===== src/rtl/mem_sram_pkg.sv =====
// Shared types and default sizing for the MEM-stage SRAM controller.
package mem_sram_pkg;

  localparam int unsigned SRAM_AW     = 18;
  localparam int unsigned WAIT_CYCLES = 2;
  localparam int unsigned BASE_ADDR   = 1024;

  typedef enum logic [1:0] {IDLE, LOW, HIGH, DONE} state_t;
  typedef enum logic {OP_RD, OP_WR} op_t;

endpackage


===== src/rtl/sram_wait_counter.sv =====
// Per-phase wait timer: loaded on phase entry, flags the final clock of the phase
// and the clock just before it.
module sram_wait_counter #(
  parameter int unsigned WAIT_CYCLES = mem_sram_pkg::WAIT_CYCLES
) (
  input  logic clk,
  input  logic rst,
  input  logic load,
  output logic last,
  output logic near_last
);

  localparam int unsigned CW = $clog2(WAIT_CYCLES + 2);

  logic [CW-1:0] count;

  always_ff @(posedge clk or negedge rst) begin
    if (!rst) begin
      count     <= '0;
      last      <= 1'b0;
      near_last <= 1'b0;
    end else if (load) begin
      count     <= CW'(WAIT_CYCLES);
      last      <= 1'b0;
      near_last <= (WAIT_CYCLES == 1);
    end else begin
      if (count != '0) count <= count - CW'(1);
      last      <= (count == CW'(1));
      near_last <= (count == CW'(2));
    end
  end

endmodule


===== src/rtl/mem_sram_ctrl.sv =====
// Splits each 32-bit MEM-stage access into two timed 16-bit accesses on an
// external asynchronous SRAM, stalling the pipeline until the word completes.
module mem_sram_ctrl #(
  parameter int unsigned SRAM_AW     = mem_sram_pkg::SRAM_AW,
  parameter int unsigned WAIT_CYCLES = mem_sram_pkg::WAIT_CYCLES,
  parameter int unsigned BASE_ADDR   = mem_sram_pkg::BASE_ADDR
) (
  input  logic               clk,
  input  logic               rst,
  input  logic               wr_en,
  input  logic               rd_en,
  input  logic [31:0]        address,
  input  logic [31:0]        wdata,
  output logic [31:0]        rdata,
  output logic               ready,
  output logic [SRAM_AW-1:0] sram_addr,
  output logic [15:0]        sram_dq_out,
  output logic               sram_dq_oe,
  input  logic [15:0]        sram_dq_in,
  output logic               sram_we_n
);

  import mem_sram_pkg::*;

  localparam int unsigned WW = SRAM_AW - 1;

  state_t             state, state_nxt;
  op_t                op_q, op_nxt;
  logic [WW-1:0]      word_q, word_nxt;
  logic [15:0]        wdata_hi_q, wdata_hi_nxt;
  logic [31:0]        rdata_nxt;
  logic [SRAM_AW-1:0] sram_addr_nxt;
  logic [15:0]        dq_out_nxt;
  logic               oe_nxt, we_n_nxt;
  logic               req, load, last, near_last, is_wr;

  assign req   = wr_en | rd_en;
  assign is_wr = (op_q == OP_WR);
  assign ready = ((state == IDLE) && !req) || (state == DONE);
  assign load  = ((state == IDLE) && req) || ((state == LOW) && last);

  sram_wait_counter #(.WAIT_CYCLES(WAIT_CYCLES)) u_wait (
    .clk       (clk),
    .rst       (rst),
    .load      (load),
    .last      (last),
    .near_last (near_last)
  );

  // Next state and next registered SRAM drive; the write strobe releases one clock before phase end.
  always_comb begin
    state_nxt     = state;
    op_nxt        = op_q;
    word_nxt      = word_q;
    wdata_hi_nxt  = wdata_hi_q;
    rdata_nxt     = rdata;
    sram_addr_nxt = sram_addr;
    dq_out_nxt    = sram_dq_out;
    oe_nxt        = sram_dq_oe;
    we_n_nxt      = sram_we_n;
    case (state)
      IDLE: begin
        if (req) begin
          state_nxt     = LOW;
          op_nxt        = wr_en ? OP_WR : OP_RD;
          word_nxt      = WW'((address - 32'(BASE_ADDR)) >> 2);
          wdata_hi_nxt  = wdata[31:16];
          sram_addr_nxt = {word_nxt, 1'b0};
          dq_out_nxt    = wdata[15:0];
          oe_nxt        = wr_en;
          we_n_nxt      = !wr_en;
        end
      end
      LOW: begin
        if (last) begin
          if (!is_wr) rdata_nxt[15:0] = sram_dq_in;
          state_nxt     = HIGH;
          sram_addr_nxt = {word_q, 1'b1};
          dq_out_nxt    = wdata_hi_q;
          oe_nxt        = is_wr;
          we_n_nxt      = !is_wr;
        end else begin
          we_n_nxt      = !is_wr || near_last;
        end
      end
      HIGH: begin
        if (last) begin
          if (!is_wr) rdata_nxt[31:16] = sram_dq_in;
          state_nxt     = DONE;
          oe_nxt        = 1'b0;
          we_n_nxt      = 1'b1;
        end else begin
          we_n_nxt      = !is_wr || near_last;
        end
      end
      DONE:    state_nxt = IDLE;
      default: state_nxt = IDLE;
    endcase
  end

  always_ff @(posedge clk or negedge rst) begin
    if (!rst) begin
      state       <= IDLE;
      op_q        <= OP_RD;
      word_q      <= '0;
      wdata_hi_q  <= '0;
      rdata       <= '0;
      sram_addr   <= '0;
      sram_dq_out <= '0;
      sram_dq_oe  <= 1'b0;
      sram_we_n   <= 1'b1;
    end else begin
      state       <= state_nxt;
      op_q        <= op_nxt;
      word_q      <= word_nxt;
      wdata_hi_q  <= wdata_hi_nxt;
      rdata       <= rdata_nxt;
      sram_addr   <= sram_addr_nxt;
      sram_dq_out <= dq_out_nxt;
      sram_dq_oe  <= oe_nxt;
      sram_we_n   <= we_n_nxt;
    end
  end

endmodule


===== config.mk =====
export PLATFORM = sky130hd
export DESIGN_NAME = mem_sram_ctrl
export DESIGN_NICKNAME = d
export VERILOG_FILES = /design/src/rtl/mem_sram_pkg.sv /design/src/rtl/sram_wait_counter.sv /design/src/rtl/mem_sram_ctrl.sv
export SDC_FILE = /design/constraint.sdc
export NUM_CORES = 1
export LEC_CHECK = 0
export ABC_CLOCK_PERIOD_IN_PS = 2400
export BUFFER_PORTS_ARGS = -buffer_cell sky130_fd_sc_hd__buf_4
export CAP_MARGIN = 5
export CORE_AREA = 5 5 101 103
export CTS_BUF_LIST = sky130_fd_sc_hd__clkbuf_4
export CTS_CLUSTER_DIAMETER = 30
export DETAILED_ROUTE_END_ITERATION = 16
export DIE_AREA = 0 0 106 108
export HOLD_SLACK_MARGIN = 0.03
export PLACE_DENSITY = 0.9
export RECOVER_POWER = 50
export REMOVE_ABC_BUFFERS = 1
export SYNTH_ARGS = -nofsm -noshare
export SYNTH_HDL_FRONTEND = slang
export SYNTH_SLANG_ARGS = --single-unit

===== constraint.sdc =====
create_clock -name clk -period 2.4 [get_ports clk]
set_input_delay 0.48 -clock clk [delete_from_list [all_inputs] [get_ports clk]]
set_output_delay 0.48 -clock clk [all_outputs]
set_load 0.01 [all_outputs]

Word-level counts from Yosys, hierarchy flattened
Cells that the tools add are included.
{ "totals": {"reg_bits": 108, "inputBits": 84, "output_inout_bits": 69} }
{ "classes": {"addsub": 2, "eq_ne": 8, "muxes": 23, "bitwise_logic": 2, "reduce_logical": 21} }
{ "ops": {"columns": ["op", "count"], "rows": [
  ["$mux W18", 2],
  ["$pmux W18 S2", 1],
  ["$mux W16", 2],
  ["$pmux W16 S2", 1],
  ["$sub A19 B11 Y19 const B", 1],
  ["$reduce_and A3 Y1", 4],
  ["$mux W2", 5],
  ["$mux W1", 9],
  ["$pmux W2 S4", 1],
  ["$eq A2 B2 Y1 const B", 3],
  ["$pmux W1 S3", 2],
  ["$reduce_bool A2 Y1", 3],
  ["$eq A2 B1 Y1 const B", 2],
  ["$ne A2 B1 Y1 const B", 2],
  ["$reduce_and A2 Y1", 2],
  ["$reduce_and A4 Y1", 1],
  ["$logic_and A1 B1 Y1", 3],
  ["$logic_not A1 Y1", 3],
  ["$logic_or A1 B1 Y1", 3],
  ["$reduce_bool A3 Y1", 1],
  ["$logic_not A2 Y1", 1],
  ["$ne A2 B2 Y1 const B", 1],
  ["$sub A2 B1 Y2 const B", 1],
  ["$not A1 Y1", 1],
  ["$or A1 B1 Y1", 1]
]} }

Logic depth before layout (Yosys ltp)
Gate-level depths: netlist of the first run.
{ "depth": {"word_depth": 4, "mapped_depth": 9, "ltp_nobuf": 6} }

Hierarchy
Synthesis of the first run repeated with hierarchy kept, for this count alone.
{ "hier_totals": {"hier_cells": 371, "hier_area_um2": 4599.4} }
{ "by_module_without_submodules": {"columns": ["module", "n_inst", "cells_each", "area_each_um2", "seq_area_each_um2"], "rows": [
  ["mem_sram_ctrl", 1, 356, 4416.7, 2603.7],
  ["sram_wait_counter", 1, 15, 182.7, 100.1]
]} }

Worst setup path before layout of the first run
No wires, ideal clock.
{ "synth_path": {"kind": "register to register", "from": "register state[0]", "to": "register state[1]", "setup_time_ns": 0.125, "arrival_ns": 1.659, "required_time_ns": 2.275, "path_slack_ns": 0.616, "path_stages_with_launch": 6, "path_buffers": 0, "synth_period_minus_slack_ns": 1.784, "cell_sequence": "dfrtp_1 inv_1 ha_1 or3b_4 o21ai_0 mux2_2"} }
{ "synth_via": {"elab_chain_len": 3, "word_cells_on_any_way": 9, "classes_between": "eq/ne: 6; mux: 1; reduce/logical: 2"} }
{ "synth_rtl": {"columns": ["item", "line_no", "source"], "rows": [
  ["start, declared", "mem_sram_ctrl.sv:27", "state_t state, state_nxt;"],
  ["start signal, assigned", "mem_sram_ctrl.sv:113", "state <= state_nxt;"],
  ["$eq A2 B2 Y1, or another cell as far along", "mem_sram_ctrl.sv:61", "case (state)"],
  ["$ne A2 B1 Y1 (no source line) or $ne A2 B2 Y1 (tied branches)", null, null],
  ["$reduce_and A3 Y1 (no source line)", null, null]
]} }
Parallel ways exist; a longest one is shown, timed or not.
A chain may end at the register's enable or synchronous reset.

Worst setup path after layout of the first run
{ "layout_path": {"from": "register state[1]", "to": "output ready"} }
{ "layout_via": {"elab_chain_len": 3, "word_cells_on_any_way": 4, "classes_between": "eq/ne: 1; reduce/logical: 3"} }
{ "layout_rtl": {"columns": ["item", "line_no", "source"], "rows": [
  ["$logic_not A2 Y1", "mem_sram_ctrl.sv:39", "assign ready = ((state == IDLE) && !req) || (state == DONE);"],
  ["$logic_and A1 B1 Y1", "mem_sram_ctrl.sv:39", null],
  ["$logic_or A1 B1 Y1 (*)", "mem_sram_ctrl.sv:39", null],
  ["end, declared", "mem_sram_ctrl.sv:15", "output logic ready,"]
]} }
Every way passes the cells marked *; elsewhere a longest branch is shown, timed or not.

==> flow_metrics.env, run 1 <==
export IMPL_status="finished clean"
export IMPL_crit_buf_inv=3
export IMPL_p_leak_uw=0.00277
export IMPL_final_common_cell="buf_4"
export IMPL_drc_errors=0
export IMPL_htree_num_levels=3
export IMPL_max_slew_worst_pin_slew_ns=1.00
export IMPL_setup_viol=0
export IMPL_cts_tree="built"
export IMPL_dr_first_iter_drc_count=91
export IMPL_crit_required_ns=1.92
export IMPL_nFillCells=725
export IMPL_ios=153
export IMPL_fin_skew_ns=0.0271
export IMPL_die_h_um=108
export IMPL_dieWidth_um=106
export IMPL_crit_family="flip-flops"
export IMPL_setup_ws_ns=0.143
export IMPL_io_buffers=137
export IMPL_antenna_left=0
export IMPL_syn_area_um2=4680
export IMPL_cp_slowest_stage_delay_ns=0.45
export IMPL_synthToLayoutAreaGrowth_pct=26.0
export IMPL_insertion_delay_ns=0.46
export IMPL_drt_total_wl_um=10400
export IMPL_powerDensity_nw_per_um2=1340
export IMPL_final_area_um2=5890
export IMPL_hold_path_class="input pin to flop"
export IMPL_place_area_um2=5840
export IMPL_grt_pass1_vias=3474
export IMPL_layoutNonFillerInstCount=628
export IMPL_fin_crit_sh=0.940
export IMPL_synth_area_per_cell_um2=12.6
export IMPL_dp_slack_ns=0.288
export IMPL_maxSlewHeadroom=0.333
export IMPL_start_util=0.513
export IMPL_core_area_um2=9110
export IMPL_grt_ovfl_total=0
export IMPL_place_congestion=0.825
export IMPL_synth_largest_area_cell="dfrtp_1"
export IMPL_cts_max_path_buffers=2
export IMPL_clk_pin_slew_ns=0.20
export IMPL_start_kind="flop"
export IMPL_dp_cells=610
export IMPL_worst_path_most_repeated_cell="inv_1"
export IMPL_layout_common_cells="buf_4 (116), dfrtp_1 (107), mux2_2 (49), nand2_1 (46), o21ai_0 (39)"
export IMPL_ys_seq_elements=108
export IMPL_utilization=0.647
export IMPL_synth_edff_count=0
export IMPL_rsz0062_at_grt="false"
export IMPL_first_pass_iters=4
export IMPL_seq_area_frac_synth=0.578
export IMPL_viasPerCell=5.36
export IMPL_slew_violations=0
export IMPL_die_area_um2=11400
export IMPL_final_nets=604
export IMPL_synthFlopType="dfrtp_1"
export IMPL_whs_ns=0.228
export IMPL_synth_top_area_share=0.572
export IMPL_crit_type="flop to primary output"
export IMPL_vias=3369
export IMPL_detailedPlacementHpwl_um=7930
export IMPL_crit_fanout=6
export IMPL_cts_inserted_buffers=9
export IMPL_ys_types=40
export IMPL_clockRootBuffer="clkbuf_4"
export IMPL_yosys_warnings=0
export IMPL_antenna_found_initial=0
export IMPL_synthTopCellsByArea="dfrtp_1 (57%), mux2_2 (12%), mux2i_1 (5.4%)"
export IMPL_async_flop_share=1.00
export IMPL_slowest_stage="dfrtp_1"
export IMPL_max_cap_viol_count=0
export IMPL_post_cts_buffers=0
export IMPL_groute_usage_overall=0.186
export IMPL_fmax_mhz=443
export IMPL_period_needed_ns=2.26
export IMPL_synthCells=372
export IMPL_fp_row_count=35
export IMPL_crit_arrival_ns=1.78
export IMPL_drive_gt1_frac=0.403
export IMPL_cts_num_sinks=108
export IMPL_end_kind="primary output"
export IMPL_grt_max_degree=53
export IMPL_grt_pass1_wl_um=17100
export IMPL_wl_per_cell_um=16.6
export IMPL_hold_viol=0
export IMPL_vdd_ir_drop_max_mv=0.637
export IMPL_crit_chain="inv_1 > ha_4 > nor3b_2 > nor2_1 > inv_1 > buf_4"
[registers in the layout, indices dropped and copies added (netlist names)]
signal,flops
sram_we_n,1
is_wr,1
u_wait.last,1
sram_dq_oe,1
rdata,32
wdata_hi_q,16
sram_dq_out,16
u_wait.count,2
sram_addr,18
state,2
word_q,17
u_wait.near_last,1
[final timing paths]
check,startpoint,endpoint,slack [ns],cells after the start
max,state[1],ready,0.14,6
min,wdata[31],wdata_hi_q[15],0.23,2
max reg2reg,state[1],sram_addr[17],0.23,8
min reg2reg,sram_dq_out[10],sram_dq_out[10],0.50,2
max in group asynchronous,rst,rdata[19],0.39,3
min in group asynchronous,rst,rdata[0],0.68,2
[synth_stat cells, types with 2 or more instances]
| master | count |
|---|---|
| dfrtp_1 | 107 |
| mux2_2 | 49 |
| nand2_1 | 46 |
| o21ai_0 | 40 |
| mux2i_1 | 25 |
| nor2_1 | 11 |
| mux2_4 | 10 |
| buf_2 | 9 |
| ha_1 | 9 |
| a21oi_1 | 8 |
| inv_1 | 7 |
| xnor2_1 | 6 |
| buf_6 | 4 |
| and3_1 | 3 |
| nor3b_1 | 3 |
| o21ai_2 | 3 |
| a22oi_1 | 2 |
| buf_4 | 2 |
| clkbuf_2 | 2 |
| nand2b_1 | 2 |
| nand3_1 | 2 |
| nor4_1 | 2 |
| o211ai_1 | 2 |
| xor2_1 | 2 |
[metrics by stage]
step                      total power (µW)  TNS [ns]
final                                 7870         0
after global routing                  8480         0
after CTS                             8110         0
after detailed placement              7190         0
after global placement                6950         0
after floorplan                       5470    -89.36
[metal layers]
metal	vias up	global-route usage	routed length, µm
met5	-	0	0
met4	0	0.0731	261
met3	21	0.0537	809
met2	134	0.309	5040
met1	1647	0.231	4310
li1	1567	-	-
[power breakdown]
group | internal, µW | total, µW | leakage, µW | switching [µW]
registers | 2740 | 3250 | 0.00130 | 508
logic | 1840 | 3690 | 0.00139 | 1850
clock network | 253 | 925 | 0.0000801 | 671
total | 4840 | 7870 | 0.00277 | 3030
[logic make-up after synthesis]
family / Yosys count / synth area share
DFF: 108 / 0.578
muxes: 84 / 0.204
and+or+nand+nor: 76 / 0.0725
AOI/OAI and AO/OA: 61 / 0.0749
buffers and inverters: 26 / 0.0318
adders and majority gates: 9 / 0.0241
xor gates and xnor gates: 8 / 0.0150
[area by class of cell]
class                      instances  area (µm²)  area share
sequential                       108        2700       0.459
multi-input combinational        238        1860       0.315
timing repair buffer             147        1020       0.172
tap                              111         139      0.0236
clock inverter                     7        81.3      0.0138
clock buffer                       9        67.6      0.0115
inverter                           7        26.3     0.00446
antenna                            1        2.50    0.000425
[what timing repair did]
item / 4_1_cts / 5_1_grt
setup endpoints to repair: 1 / 1
hold endpoints to repair: 36 / 0
resized for setup: 2 / 2
hold buffers: 1 / 0
Power figures use the tool's default switching activity.
==> run 2, diff against run 1 <==
PLACE_DENSITY = 0.89   (was 0.9)
SYNTH_HIERARCHICAL = 1   (was unset)
==> run 2 against run 1 <==
Effect of this change: core utilization down 0.89 points; synthesized cell count decreased by 0.27%; cell area decreased by 1.4%; die area is the same; critical path depth down 1; combinational power down 4%; clock skew fell by 0.0086 ns; register-to-register slack better by 0.09 ns.
==> flow_metrics.env, run 2 <==
export IMPL_status="finished clean"
export IMPL_async_flop_share=1.00
export IMPL_setup_viol=0
export IMPL_seq_area_frac_synth=0.588
export IMPL_hold_viol=0
export IMPL_fmax_mhz=444
export IMPL_antenna_left=0
export IMPL_groute_usage_overall=0.179
export IMPL_synth_largest_area_cell="dfrtp_1"
export IMPL_ys_seq_elements=108
export IMPL_vdd_ir_drop_max_mv=0.683
export IMPL_detailedPlacementHpwl_um=7590
export IMPL_yosysMostFrequentCell="dfrtp_1"
export IMPL_crit_type="flop to primary output"
export IMPL_hold_path_class="input pin to flop"
export IMPL_grt_pass1_vias=3428
export IMPL_vias=3284
export IMPL_clk_pin_slew_ns=0.17
export IMPL_first_pass_iters=4
export IMPL_maxSlewHeadroom=0.181
export IMPL_cts_inserted_buffers=9
export IMPL_synthFlopType="dfrtp_1"
export IMPL_dr_first_iter_drc_count=61
export IMPL_dp_cells=608
export IMPL_antenna_found_initial=0
export IMPL_htree_num_levels=3
export IMPL_rsz0062_at_grt="false"
export IMPL_max_cap_viol_count=0
export IMPL_max_slew_worst_pin_slew_ns=1.23
export IMPL_drive_gt1_frac=0.379
export IMPL_synthTopCellsByArea="dfrtp_1 (58%), mux2_2 (14%), mux2i_1 (5.4%)"
export IMPL_drt_total_wl_um=9950
export IMPL_end_kind="primary output"
export IMPL_synthCells=371
export IMPL_setup_ws_ns=0.148
export IMPL_cts_max_path_buffers=2
export IMPL_ios=153
export IMPL_final_nets=604
export IMPL_wl_per_cell_um=15.8
export IMPL_layout_common_cells="buf_4 (112), dfrtp_1 (107), mux2_2 (59), nand2_1 (48), o21ai_0 (42)"
export IMPL_period_needed_ns=2.25
export IMPL_cts_tree="built"
export IMPL_io_buffers=137
export IMPL_drc_errors=0
export IMPL_die_area_um2=11400
export IMPL_grt_max_degree=51
export IMPL_place_congestion=0.797
export IMPL_largest_register_ffs=32
export IMPL_insertion_delay_ns=0.44
export IMPL_fin_crit_sh=0.938
export IMPL_powerDensity_nw_per_um2=1300
export IMPL_core_area_um2=9110
export IMPL_syn_area_um2=4600
export IMPL_synth_area_per_cell_um2=12.4
export IMPL_p_leak_uw=0.00269
export IMPL_regMostFlops="rdata"
export IMPL_layoutNonFillerInstCount=628
export IMPL_crit_required_ns=1.92
export IMPL_dp_slack_ns=0.377
export IMPL_grt_pass1_wl_um=16400
export IMPL_start_kind="flop"
export IMPL_yosys_warnings=6
export IMPL_start_util=0.505
export IMPL_fin_skew_ns=0.0185
export IMPL_power_total_uw=7570
export IMPL_cts_num_sinks=108
export IMPL_synthToLayoutAreaGrowth_pct=26.4
export IMPL_top_regs="rdata (32), sram_addr (18), word_q (17)"
export IMPL_synth_top_area_share=0.582
export IMPL_grt_ovfl_total=0
export IMPL_ys_types=37
export IMPL_slew_violations=0
export IMPL_fp_row_count=35
export IMPL_viasPerCell=5.23
export IMPL_crit_fanout=3
export IMPL_synthTopCellsByCount="dfrtp_1 (107), mux2_2 (59), nand2_1 (48), o21ai_0 (42), mux2i_1 (25)"
export IMPL_crit_arrival_ns=1.77
export IMPL_die_h_um=108
export IMPL_n_antenna_cell=0
export IMPL_dieWidth_um=106
export IMPL_synth_edff_count=0
export IMPL_final_common_cell="buf_4"
export IMPL_clockRootBuffer="clkbuf_4"
## run 2: worst paths after layout
check | start | to | slack [ns] | cells past startpoint
worst max register to register | state[0] | sram_addr[17] | 0.32 | 7
max in group asynchronous | rst | sram_addr[12] | 0.62 | 3
worst min-delay path | wdata[28] | wdata_hi_q[12] | 0.25 | 2
min in group asynchronous | rst | sram_dq_oe | 0.82 | 2
worst min register to register | word_q[12] | word_q[12] | 0.50 | 2
worst max-delay path | state[0] | ready | 0.15 | 5
## run 2: kinds of logic (layout without fill, tap and decap cells)
family | count (synthesis) | in the layout | synth area share
DFF | 108 | 108 | 0.588
muxes | 84 | 84 | 0.199
and+or+nand+nor | 76 | 76 | 0.0724
AOI/OAI and AO/OA | 61 | 61 | 0.0748
buffers and inverters | 26 | 172 | 0.0291
adders and majority gates | 8 | 8 | 0.0218
xor gates and xnor gates | 8 | 8 | 0.0152
## run 2: metal layers
metal	global-route usage	part of all wire
met1	0.211	0.41
met2	0.321	0.51
met3	0.0519	0.070
met4	0.0537	0.011
met5	0	0
## run 2: cell type report
class                           instances  area, µm²
Timing Repair Buffer                  150       1040
Tap cell                              111        139
Multi-Input combinational cell        237       1790
Clock buffer                            9       67.6
Fill cell                             735       3300
Inverter                                6       22.5
Clock inverter                          7       50.0
Sequential cell                       108       2700
## run 2: power breakdown
part,internal (µW),leakage (µW),total (µW),switching (µW)
Clock,219,0.0000620,808,590
Combinational,1740,0.00133,3530,1790
Sequential,2740,0.00130,3230,489
Total,4700,0.00269,7570,2870
## run 2: what timing repair did
| item | CTS | global route |
|---|---|---|
| setup buffers | 2 | 1 |
| hold buffers | 1 | 0 |
| gates resized for setup | 1 | 1 |
| pin swaps | 0 | 0 |
| setup endpoints to repair | 1 | 1 |
| hold endpoints to repair | 2 | 0 |
## run 2: critical path, cell delays in order, from the launching register on
cell and delay (ns):
dfrtp_1 0.41, inv_1 0.11, ha_1 0.19, or3b_4 0.42, nand2b_4 0.09, buf_4 0.12
## run 2: metrics by stage
| stage | hold WS, ns | util | TNS [ns] | cell area, µm² |
|---|---|---|---|---|
| after floorplan | 0.184 | - | -25.74 | 4490 |
| after global placement | 0.463 | 0.634 | 0 | 5780 |
| after detailed placement | 0.472 | 0.634 | 0 | 5780 |
| after CTS | 0.211 | 0.650 | 0 | 5920 |
| after global routing | 0.203 | 0.638 | 0 | 5810 |
| final | 0.252 | 0.638 | 0 | 5810 |
==> run 3, diff against run 2 <==
ABC_CLOCK_PERIOD_IN_PS = 2600   (was 2400)
CORE_AREA = 5 5 97 99   (was 5 5 101 103)
DIE_AREA = 0 0 102 104   (was 0 0 106 108)
PLACE_DENSITY = 0.95   (was 0.89)
clock period = 2.6 ns   (was 2.4 ns; I/O delays follow)
==> run 3 against run 2 <==
Effect of this change: the flow now finishes with violations (max-capacitance violations, max-slew violations); core utilization rose by 4.5 points; highest routed layer unchanged; combinational power down 8.2%; critical path type unchanged; largest cell class unchanged; sequential power decreased by 7.1%.
==> flow_metrics.env, run 3 (same netlist as run 2, synthesis figures left out) <==
export IMPL_vias=3314
export IMPL_maxSlewHeadroom=-0.487
export IMPL_grt_pass1_wl_um=17100
export IMPL_grt_pass1_vias=3526
export IMPL_drive_gt1_frac=0.374
export IMPL_drt_total_wl_um=10500
export IMPL_viasPerCell=5.35
export IMPL_use_met2=0.323
export IMPL_antenna_left=0
export IMPL_detailedPlacementHpwl_um=7860
export IMPL_insertion_delay_ns=0.43
export IMPL_drc_errors=0
export IMPL_p_leak_uw=0.00267
export IMPL_busiest_layer="met2"
export IMPL_htree_num_levels=3
export IMPL_wl_per_cell_um=16.9
export IMPL_place_area_um2=5760
export IMPL_final_nets=599
export IMPL_core_area_um2=8470
export IMPL_met1_usage=0.249
export IMPL_grt_ovfl_total=0
export IMPL_fmax_mhz=418
export IMPL_cp_slowest_stage_delay_ns=0.45
export IMPL_dieWidth_um=102
export IMPL_crit_required_ns=2.08
export IMPL_clk_pin_slew_ns=0.16
export IMPL_powerDensity_nw_per_um2=1240
export IMPL_n_antenna_cell=0
export IMPL_setup_viol=0
export IMPL_max_slew_worst_pin_slew_ns=2.23
export IMPL_io_buffers=137
export IMPL_met3_usage=0.0691
export IMPL_start_kind="flop"
export IMPL_cts_max_path_buffers=2
export IMPL_setup_tns_ns=0
export IMPL_groute_usage_overall=0.200
export IMPL_hold_path_class="input pin to flop"
export IMPL_cts_num_sinks=108
export IMPL_power_total_uw=7170
export IMPL_crit_type="flop to primary output"
export IMPL_hold_viol=0
export IMPL_end_kind="primary output"
export IMPL_cts_tree="built"
export IMPL_fin_crit_sh=0.920
export IMPL_max_cap_viol_count=1
export IMPL_fin_skew_ns=0.0208
export IMPL_top_regs="rdata (32), sram_addr (18), word_q (17)"
export IMPL_layout_common_cells="buf_4 (109), dfrtp_1 (107), mux2_2 (59), nand2_1 (48), o21ai_0 (42)"
export IMPL_violations="max-capacitance violations, max-slew violations"
export IMPL_ios=153
export IMPL_dp_cells=604
export IMPL_crit_chain="inv_1 > ha_1 > or3b_4 > nand2b_1 > buf_4"
export IMPL_die_area_um2=10600
export IMPL_vdd_ir_drop_max_mv=0.602
export IMPL_place_congestion=0.807
export IMPL_regMostFlops="rdata"
export IMPL_layoutNonFillerInstCount=619
export IMPL_cts_hold_buf=0
export IMPL_largest_register_ffs=32
export IMPL_crit_arrival_ns=1.87
export IMPL_grt_max_degree=44
export IMPL_crit_fanout=7
export IMPL_utilization=0.683
export IMPL_clockRootBuffer="clkbuf_4"
export IMPL_first_pass_iters=4
export IMPL_final_area_um2=5780
export IMPL_period_needed_ns=2.39
export IMPL_synthToLayoutAreaGrowth_pct=25.7
export IMPL_status="complete, but fails checks"
export IMPL_fp_row_count=34
export IMPL_nFillCells=639
export IMPL_cts_inserted_buffers=9
export IMPL_slowest_stage="or3b_4"
export IMPL_final_common_cell="buf_4"
export IMPL_rsz0062_at_grt="false"
export IMPL_slew_violations=40
export IMPL_die_h_um=104
export IMPL_antenna_found_initial=0
export IMPL_dr_first_iter_drc_count=80
export IMPL_start_util=0.543
run 3: metrics by stage:
stage / worst slack, ns / hold WS, ns
after global routing: 0.0720 / 0.259
after detailed placement: 0.381 / 0.471
after floorplan: -0.518 / 0.224
after CTS: 0.0563 / 0.0329
after global placement: 0.439 / 0.462
final: 0.209 / 0.307
run 3: routing by layer:
| layer | share of wire | wire length, µm |
|---|---|---|
| met1 | 0.40 | 4200 |
| met4 | 0.021 | 223 |
| met2 | 0.48 | 5000 |
| met5 | 0 | 0 |
| met3 | 0.099 | 1040 |
run 3: where the power goes:
part | total (µW) | internal (µW) | switching, µW
logic | 3240 | 1560 | 1680
registers | 3000 | 2530 | 470
clock network | 924 | 408 | 516
run 3: worst paths after layout:
kind | startpoint | endpoint | slack (ns) | cells past startpoint
max reg2reg | state[1] | rdata[8] | 0.36 | 5
min | address[10] | word_q[8] | 0.31 | 2
max | state[0] | ready | 0.21 | 5
max in group asynchronous | rst | sram_we_n | 0.50 | 2
min in group asynchronous | rst | wdata_hi_q[9] | 0.72 | 1
min reg2reg | sram_we_n | sram_we_n | 0.49 | 2
run 3: cell type report:
cell class / instances / area (µm²) / area share
Clock inverter: 4 / 75.1 / 0.0130
Multi-Input combinational cell: 237 / 1780 / 0.307
Sequential cell: 108 / 2700 / 0.468
Timing Repair Buffer: 145 / 986 / 0.171
Clock buffer: 11 / 82.6 / 0.0143
Tap cell: 108 / 135 / 0.0234
Inverter: 6 / 22.5 / 0.00390
run 3: critical path, delay by kind of cell (launching register included):
family,cells,cell delay (ns)
adder cells (fa/ha/maj),1,0.18
buffers and inverters,2,0.24
flip-flops,1,0.44
AND/OR/NAND/NOR,2,0.58
run 3: repair_timing:
action                     in CTS  in global routing
setup buffers                   0                  0
setup endpoints to repair       0                  1
resized for setup               0                  1
